$ cat config.mk
export PLATFORM = sky130hd
export DESIGN_NAME = rc4_prga_decrypt_flat
export DESIGN_NICKNAME = d
export VERILOG_FILES = /design/src/rtl/rc4_pkg.sv /design/src/rtl/rc4_prga_decrypt_if.sv /design/src/rtl/rc4_ascii_check.sv /design/src/rtl/rc4_prga_decrypt.sv /design/src/flat_wrapper.sv
export SDC_FILE = /design/constraint.sdc
export NUM_CORES = 1
export LEC_CHECK = 0
export ABC_AREA = 1
export BUFFER_PORTS_ARGS = -buffer_cell sky130_fd_sc_hd__clkbuf_2
export CAP_MARGIN = 20
export CORE_MARGIN = 1.5
export CORE_UTILIZATION = 29
export CTS_CLUSTER_SIZE = 30
export DETAILED_ROUTE_END_ITERATION = 16
export GPL_TIMING_DRIVEN = 0
export PLACE_DENSITY_LB_ADDON = 0.3
export SLEW_MARGIN = 10
export SYNTH_ARGS = -nofsm -noshare
export SYNTH_HDL_FRONTEND = slang
export SYNTH_HIERARCHICAL = 1
export SYNTH_SLANG_ARGS = --single-unit
$ cat constraint.sdc
create_clock -name CLOCK_50 -period 2.58 [get_ports CLOCK_50]
set_input_delay 0.258 -clock CLOCK_50 [delete_from_list [all_inputs] [get_ports CLOCK_50]]
set_output_delay 0.258 -clock CLOCK_50 [all_outputs]
set_load 0.005 [all_outputs]
$ cat src/rtl/rc4_pkg.sv
// Shared types and constants for the RC4 second-shuffle (PRGA) decrypt stage.
package rc4_pkg;

  localparam int MSG_LEN_DEF = 32;
  localparam int MSG_AW_DEF  = 5;

  localparam logic [7:0] ASCII_LO    = 8'h61;
  localparam logic [7:0] ASCII_HI    = 8'h7A;
  localparam logic [7:0] ASCII_SPACE = 8'h20;

  typedef enum logic [3:0] {
    ST_IDLE,
    ST_INIT,
    ST_RD_SI,
    ST_WAIT_SI,
    ST_LATCH_SI,
    ST_RD_SJ,
    ST_WAIT_SJ,
    ST_LATCH_SJ,
    ST_WR_SI,
    ST_WR_SJ,
    ST_RD_F,
    ST_WAIT_F,
    ST_WR_DEC,
    ST_NEXT,
    ST_DONE
  } state_t;

endpackage

$ cat src/rtl/rc4_prga_decrypt_if.sv
// Sequencer handshake plus S RAM / encrypted ROM / decrypted RAM ports of the PRGA stage.
interface rc4_prga_decrypt_if
  import rc4_pkg::*;
#(parameter int MSG_AW = MSG_AW_DEF);

  logic              start;
  logic              done;
  logic [7:0]        s_addr;
  logic [7:0]        s_wdata;
  logic              s_wren;
  logic [7:0]        s_rdata;
  logic [MSG_AW-1:0] enc_addr;
  logic [7:0]        enc_rdata;
  logic [MSG_AW-1:0] dec_addr;
  logic [7:0]        dec_wdata;
  logic              dec_wren;
  logic              key_invalid;

  modport master (
    input  start, s_rdata, enc_rdata,
    output done, s_addr, s_wdata, s_wren, enc_addr, dec_addr, dec_wdata, dec_wren, key_invalid
  );

  modport slave (
    output start, s_rdata, enc_rdata,
    input  done, s_addr, s_wdata, s_wren, enc_addr, dec_addr, dec_wdata, dec_wren, key_invalid
  );

endinterface

$ cat src/rtl/rc4_ascii_check.sv
// Plaintext byte filter: accepts lowercase 'a'..'z' and space only.
module rc4_ascii_check
  import rc4_pkg::*;
(
  input  logic [7:0] byte_in,
  output logic       valid
);

  assign valid = ((byte_in >= ASCII_LO) && (byte_in <= ASCII_HI)) || (byte_in == ASCII_SPACE);

endmodule

$ cat src/rtl/rc4_prga_decrypt.sv
// RC4 PRGA stage: generates keystream from S RAM, XORs with the encrypted ROM, writes plaintext.
// Optional early abort on non-text plaintext when RC4_PLAINTEXT_CHECK_EN is defined.
//
// state    | meaning
// IDLE     | wait for start
// INIT     | i=1, j=0, k=0
// *_SI     | read S[i] (RD, WAIT, LATCH), j += S[i]
// *_SJ     | read S[j] (RD, WAIT, LATCH)
// WR_SI/SJ | swap: S[i]=sj, then S[j]=si
// RD_F     | read S[si+sj] and enc[k]
// WAIT_F   | memory latency
// WR_DEC   | dec[k] = S[f] ^ enc[k]
// NEXT     | advance or finish
// DONE     | done high until start drops
module rc4_prga_decrypt
  import rc4_pkg::*;
#(
  parameter int MSG_LEN = MSG_LEN_DEF,
  parameter int MSG_AW  = MSG_AW_DEF
)
(
  input  logic                CLOCK_50,
  input  logic                reset,
  rc4_prga_decrypt_if.master  bus
);

  state_t            state;
  logic [7:0]        i, j, k, si, sj;
  logic [7:0]        s_addr_q, s_wdata_q;
  logic              s_wren_q, dec_wren_q, done_q;
  logic [MSG_AW-1:0] enc_addr_q, dec_addr_q;
  logic [7:0]        dec_byte;
  logic              last_byte, stop_early;

  assign dec_byte  = bus.s_rdata ^ bus.enc_rdata;
  assign last_byte = (k == 8'(MSG_LEN - 1));

`ifdef RC4_PLAINTEXT_CHECK_EN
  logic byte_ok, key_inv_q;
  rc4_ascii_check u_ascii_check (.byte_in(dec_byte), .valid(byte_ok));
  assign stop_early      = key_inv_q;
  assign bus.key_invalid = key_inv_q;
`else
  assign stop_early      = 1'b0;
  assign bus.key_invalid = 1'b0;
`endif

  assign bus.s_addr    = s_addr_q;
  assign bus.s_wdata   = s_wdata_q;
  assign bus.s_wren    = s_wren_q;
  assign bus.enc_addr  = enc_addr_q;
  assign bus.dec_addr  = dec_addr_q;
  assign bus.dec_wren  = dec_wren_q;
  // Memory addresses stay put through WR_DEC, so the XOR can be taken straight off the read data.
  assign bus.dec_wdata = dec_wren_q ? dec_byte : 8'h00;
  assign bus.done      = done_q;

  // Outputs are registered one state ahead so each holds its value for the whole target state.
  always_ff @(posedge CLOCK_50 or posedge reset) begin
    if (reset) begin
      state      <= ST_IDLE;
      i          <= 8'h00;
      j          <= 8'h00;
      k          <= 8'h00;
      si         <= 8'h00;
      sj         <= 8'h00;
      s_addr_q   <= 8'h00;
      s_wdata_q  <= 8'h00;
      s_wren_q   <= 1'b0;
      enc_addr_q <= '0;
      dec_addr_q <= '0;
      dec_wren_q <= 1'b0;
      done_q     <= 1'b0;
`ifdef RC4_PLAINTEXT_CHECK_EN
      key_inv_q  <= 1'b0;
`endif
    end else begin
      case (state)
        ST_IDLE:     if (bus.start) state <= ST_INIT;
        ST_INIT: begin
          i        <= 8'h01;
          j        <= 8'h00;
          k        <= 8'h00;
          s_addr_q <= 8'h01;
`ifdef RC4_PLAINTEXT_CHECK_EN
          key_inv_q <= 1'b0;
`endif
          state    <= ST_RD_SI;
        end
        ST_RD_SI:    state <= ST_WAIT_SI;
        ST_WAIT_SI:  state <= ST_LATCH_SI;
        ST_LATCH_SI: begin
          si       <= bus.s_rdata;
          j        <= j + bus.s_rdata;
          s_addr_q <= j + bus.s_rdata;
          state    <= ST_RD_SJ;
        end
        ST_RD_SJ:    state <= ST_WAIT_SJ;
        ST_WAIT_SJ:  state <= ST_LATCH_SJ;
        ST_LATCH_SJ: begin
          sj        <= bus.s_rdata;
          s_addr_q  <= i;
          s_wdata_q <= bus.s_rdata;
          s_wren_q  <= 1'b1;
          state     <= ST_WR_SI;
        end
        ST_WR_SI: begin
          s_addr_q  <= j;
          s_wdata_q <= si;
          state     <= ST_WR_SJ;
        end
        ST_WR_SJ: begin
          s_addr_q   <= si + sj;
          s_wdata_q  <= 8'h00;
          s_wren_q   <= 1'b0;
          enc_addr_q <= k[MSG_AW-1:0];
          state      <= ST_RD_F;
        end
        ST_RD_F:     state <= ST_WAIT_F;
        ST_WAIT_F: begin
          dec_addr_q <= k[MSG_AW-1:0];
          dec_wren_q <= 1'b1;
          state      <= ST_WR_DEC;
        end
        ST_WR_DEC: begin
          dec_wren_q <= 1'b0;
`ifdef RC4_PLAINTEXT_CHECK_EN
          if (!byte_ok) key_inv_q <= 1'b1;
`endif
          state      <= ST_NEXT;
        end
        ST_NEXT: begin
          if (last_byte || stop_early) begin
            done_q <= 1'b1;
            state  <= ST_DONE;
          end else begin
            k        <= k + 8'd1;
            i        <= i + 8'd1;
            s_addr_q <= i + 8'd1;
            state    <= ST_RD_SI;
          end
        end
        ST_DONE: begin
          if (!bus.start) begin
            done_q <= 1'b0;
            state  <= ST_IDLE;
          end
        end
        default:     state <= ST_IDLE;
      endcase
    end
  end

endmodule

$ cat src/flat_wrapper.sv
// flat-port wrapper written by rule: the top's interface ports become plain ports
module rc4_prga_decrypt_flat import rc4_pkg::*;
#(
  parameter int MSG_LEN = MSG_LEN_DEF,
  parameter int MSG_AW  = MSG_AW_DEF
)
  (CLOCK_50, reset, bus_start, bus_s_rdata, bus_enc_rdata, bus_done, bus_s_addr, bus_s_wdata, bus_s_wren, bus_enc_addr, bus_dec_addr, bus_dec_wdata, bus_dec_wren, bus_key_invalid);
  rc4_prga_decrypt_if #(.MSG_AW(MSG_AW)) bus_i ();
  input  logic CLOCK_50;
  input  logic reset;
  input wire logic [$bits(bus_i.start)-1:0] bus_start;
  input wire logic [$bits(bus_i.s_rdata)-1:0] bus_s_rdata;
  input wire logic [$bits(bus_i.enc_rdata)-1:0] bus_enc_rdata;
  output wire logic [$bits(bus_i.done)-1:0] bus_done;
  output wire logic [$bits(bus_i.s_addr)-1:0] bus_s_addr;
  output wire logic [$bits(bus_i.s_wdata)-1:0] bus_s_wdata;
  output wire logic [$bits(bus_i.s_wren)-1:0] bus_s_wren;
  output wire logic [$bits(bus_i.enc_addr)-1:0] bus_enc_addr;
  output wire logic [$bits(bus_i.dec_addr)-1:0] bus_dec_addr;
  output wire logic [$bits(bus_i.dec_wdata)-1:0] bus_dec_wdata;
  output wire logic [$bits(bus_i.dec_wren)-1:0] bus_dec_wren;
  output wire logic [$bits(bus_i.key_invalid)-1:0] bus_key_invalid;
  assign bus_i.start = bus_start;
  assign bus_i.s_rdata = bus_s_rdata;
  assign bus_i.enc_rdata = bus_enc_rdata;
  assign bus_done = bus_i.done;
  assign bus_s_addr = bus_i.s_addr;
  assign bus_s_wdata = bus_i.s_wdata;
  assign bus_s_wren = bus_i.s_wren;
  assign bus_enc_addr = bus_i.enc_addr;
  assign bus_dec_addr = bus_i.dec_addr;
  assign bus_dec_wdata = bus_i.dec_wdata;
  assign bus_dec_wren = bus_i.dec_wren;
  assign bus_key_invalid = bus_i.key_invalid;
  rc4_prga_decrypt #(.MSG_LEN(MSG_LEN), .MSG_AW(MSG_AW)) u_core (.CLOCK_50(CLOCK_50), .reset(reset), .bus(bus_i));
endmodule
==> results.txt <==
The fraction of the mapped netlist area in compound gates is 14.0%. The arrival time at the worst endpoint is 2120 ps. The largest net degree at the start of global routing is between 50 and 60. The share of total power dissipated in sequential elements is between 30% and 40%. The data required time of the worst path came out at 2810 ps. The worst-case IR drop observed on VDD is 0.334 mV. The count of input and output buffers is 55.

Compared with the post-synthesis result, the final layout area differs by 20.5%. The TritonCTS sink count is 73. The post-synthesis share of cell area spent on xor and xnor gates is ~1.1%. The area of the core is 0.0139 mm2.

The top fanout value on the critical path came out at 10. The total wirelength of the detailed-routed design is 10,700 um. TritonCTS created 9 clock buffers. In the final design database the tool counted between 600 and 700 nets. At the placement stage, the worst setup path has a slack of 651 ps.

The final worst slack is 694 ps. The fraction of the core area covered by cells at the end of the flow came out at 35.8%. During I/O placement, the number of pins put on the boundary was 57.

The leakage dissipation is around 2.5 nW. The ratio of total power to cell area came out at 1100 mW/mm2. The library cell occupying the most area in the post-synthesis netlist is sky130_fd_sc_hd__dfrtp_1. The count of unresolved DRC violations after routing is 0.

After synthesis, the cell types taking the most area are sky130_fd_sc_hd__dfrtp_1, sky130_fd_sc_hd__nand2_1, sky130_fd_sc_hd__o21ai_0. For this run, the total global-route usage over all layers was measured as 15.7%. Dividing the detail-routed via count by the number of cells gives 4.71. The total negative slack came out at 0 ps.

The number of setup buffers added after CTS is 0. The root cell of the clock tree is sky130_fd_sc_hd__clkbuf_16. Cells with a size suffix above 1 make up 17.4% of the layout.

The internal cell power came out at 3.14 mW. The number of hold buffers added after CTS came out at 1. The final estimated routing congestion in global placement came out at 0.854. The worst setup path is captured at a flip-flop. The count of final hold-check violations came out at 0. The clock latency of the later-clocked register in the worst-skew pair is approximately 350 ps.

The number of global-route vias before repair came out at 3,669. The initial antenna violation count came out at 0. The floorplan step set the die height to about 120 um.

The clock period could shrink to 1890 ps. The overall overflow remaining after global route came out at 0. Yosys printed 6 warnings.

The overall die area is roughly 0.015 mm2. The net switching component of the power came out at roughly 2.3 mW. The gate count after technology mapping came out at roughly 540. The final count of pins violating max slew came out at 0. The number of H-tree levels came out at 3.

Setup repair after global routing left no endpoint under its margin. In the finished design, the share of the clock period the worst path needs comes to 73.1%. Setup violations remaining at the end of the flow were counted as 0. The number of iterations in the first detailed-routing pass came out at 5. Counting along the longest clock path gives a buffer depth of 2. The sort of element at the start of the critical path is a flip-flop. The number of synthesized flops with an enable pin came out at 0. The post-synthesis async set-or-reset flop share came out at 100%.

The number of gates resized after CTS came out at 0. The count of max-cap constraint violations is 0. The share of the yosys chip area belonging to registers is 44.3%.

The die is 122 um wide. The worst hold path belongs to the class input port to flip-flop. The routed layout has 3,753 vias. The clock skew is 6.71 ps. The combinational fraction of design power came out at about 44%. Measured against the total synthesized area, the mux share comes to 0%. The detailed placer's ending HPWL is 8130 um. The clock slew at the register clock pins of the worst setup and hold paths came out at 60 ps. In this run, the number of DRC markers left after iteration 0 of detailed routing was 256. The net count of the mapped netlist is 580. The worst slew slack as a fraction of its limit is 62.9%.

The register-to-register setup slack came out at 690 ps. The synthesized netlist occupies a cell area of about 0.004 mm2. The mean instance size in the synthesized netlist is 7.59 um2.

The number of antenna repair diodes came out at 0. The top-area cell type share of the netlist area is roughly 44%. The actual transition at the worst max-transition pin came out at 556 ps. The number of unique standard cell types used by synthesis is 31. TritonCTS built the clock tree. The final antenna-violating net count is 0. The flow ran to the end, and the final reports show no timing, DRC or antenna violations.

The synthesized netlist devotes 26.6% of its cell area to simple gates. Among all flip-flop cells after synthesis, the most frequent one is sky130_fd_sc_hd__dfrtp_1. The switching part of the total is 42.3%. The first global-routing pass estimated 18,000 um of wire.

The critical path class is flip-flop to flip-flop. In the final routed layout, each cell accounts on average for 13.5 um. By area, the combinational part of the netlist is dominated by simple AND/OR/NAND/NOR gates.

The number of cell rows is 43. The fmax came out at 0.530 GHz. The clock share of power is between 20% and 30%. The initial utilization of the core area, before any placement, comes to between 20% and 30%.

The adder-cell share of the synthesized area is 5.83%. The synthesis-stage register bit count came out at 73.
## flip-flops by register name, summed over array words and instances, names as in the netlist
signal and cells:
u_core/j 8, u_core/i 8, u_core/state 4, u_core/bus.enc_addr 5
u_core/bus.s_addr 8, u_core/k 8, u_core/bus.s_wren 1, u_core/bus.dec_addr 5
u_core/bus.dec_wren 1, u_core/bus.done 1, u_core/bus.s_wdata 8, u_core/si 8
u_core/sj 8
## path summary, 6_finish.rpt
path | from | endpoint | cells past startpoint
max | u_core/k[0] | u_core/k[5] | 9
min | bus_s_rdata[0] | u_core/si[0] | 3
max reg2reg | u_core/k[0] | u_core/k[5] | 9
min reg2reg | u_core/bus.s_wren | u_core/bus.s_wren | 2
max in group asynchronous | reset | u_core/i[2] | 4
min in group asynchronous | reset | u_core/bus.enc_addr[3] | 3
## through the flow
step / cells / power [mW] / hold slack, ps / cell area [um2]
floorplan: 543 / 3.47 / 375 / 4120
global placement: 778 / 4.14 / 463 / 4620
detailed placement: 779 / 4.20 / 234 / 4650
CTS: 796 / 5.51 / 242 / 4970
global route: 796 / 5.96 / 251 / 4970
finish: 796 / 5.44 / 252 / 4970
## synthesized netlist by cell type (3+ instances only)
cell / n
sky130_fd_sc_hd__nand2_1: 145
sky130_fd_sc_hd__dfrtp_1: 73
sky130_fd_sc_hd__inv_1: 64
sky130_fd_sc_hd__o21ai_0: 54
sky130_fd_sc_hd__nand3_1: 43
sky130_fd_sc_hd__nor2_1: 38
sky130_fd_sc_hd__a21oi_1: 24
sky130_fd_sc_hd__ha_1: 16
sky130_fd_sc_hd__o21ai_1: 10
sky130_fd_sc_hd__o22ai_1: 10
sky130_fd_sc_hd__a31oi_1: 9
sky130_fd_sc_hd__inv_2: 8
sky130_fd_sc_hd__buf_2: 7
sky130_fd_sc_hd__nand4_1: 7
sky130_fd_sc_hd__nand2_2: 6
sky130_fd_sc_hd__clkbuf_1: 4
sky130_fd_sc_hd__nor2_2: 4
sky130_fd_sc_hd__or2_2: 3
sky130_fd_sc_hd__xor2_1: 3
## cells in the final DEF, fill, tap and decap left out, drive strengths merged
cell type	count
a31oi	9
clkinvlp	1
a21oi	24
o21ai	64
dlygate4sd3	1
nand2	152
clkinv	4
nor2	43
fa	2
conb	1
xnor2	2
nand4	8
xor2	3
or2	3
dfrtp	73
o2111ai	1
bufinv	1
ha	16
clkbuf	68
nor4	1
o21a	1
nand3	44
inv	73
o22ai	10
buf	10
nand3b	1
## area by class of cell
type / count / area (um2)
inverter: 72 / 273
buffer: 13 / 65.1
timing repair buffer: 57 / 313
clock buffer: 9 / 225
tap: 180 / 225
clock inverter: 7 / 80.1
sequential: 73 / 1830
multi-input combinational: 385 / 1960
fill: 1490 / 8910
## power groups by stage
stage	logic, mW	clock network [mW]	registers (mW)
global route	2.74	1.36	1.86
finish	2.37	1.28	1.80
CTS	2.39	1.31	1.81
global placement	2.34	0	1.81
detailed placement	2.38	0	1.82
floorplan	1.71	0	1.76
## per-layer routing
metal | global-route usage, % | part of all wire [%] | up-vias | wire length [um]
met1 | 19.3 | 44 | 1753 | 4710
met2 | 27.0 | 50 | 76 | 5360
li1 | - | - | 1917 | -
met5 | 0 | 0 | - | 0
met4 | 3.78 | 0.95 | 0 | 102
met3 | 4.45 | 5.2 | 7 | 558
## cells by family (layout without fill, tap and decap cells)
group                    count (synthesis)  count (layout)
AND/OR/NAND/NOR                        252             252
buffers and inverters                   85             158
adder cells (fa/ha/maj)                 18              18
flip-flops                              73              73
XOR/XNOR                                 5               5
AO/OA/AOI/OAI                          109             109
other                                    1               1
## critical path, cell delays in order (launching register included)
cell	delay (ps)
sky130_fd_sc_hd__dfrtp_1	420
sky130_fd_sc_hd__ha_1	190
sky130_fd_sc_hd__nand2_1	100
sky130_fd_sc_hd__nor2_1	160
sky130_fd_sc_hd__nand4_1	190
sky130_fd_sc_hd__nand2_1	230
sky130_fd_sc_hd__nand2_2	90
sky130_fd_sc_hd__buf_2	200
sky130_fd_sc_hd__a31oi_1	150
sky130_fd_sc_hd__nor2_1	60
(Power assumes the default switching activity.)
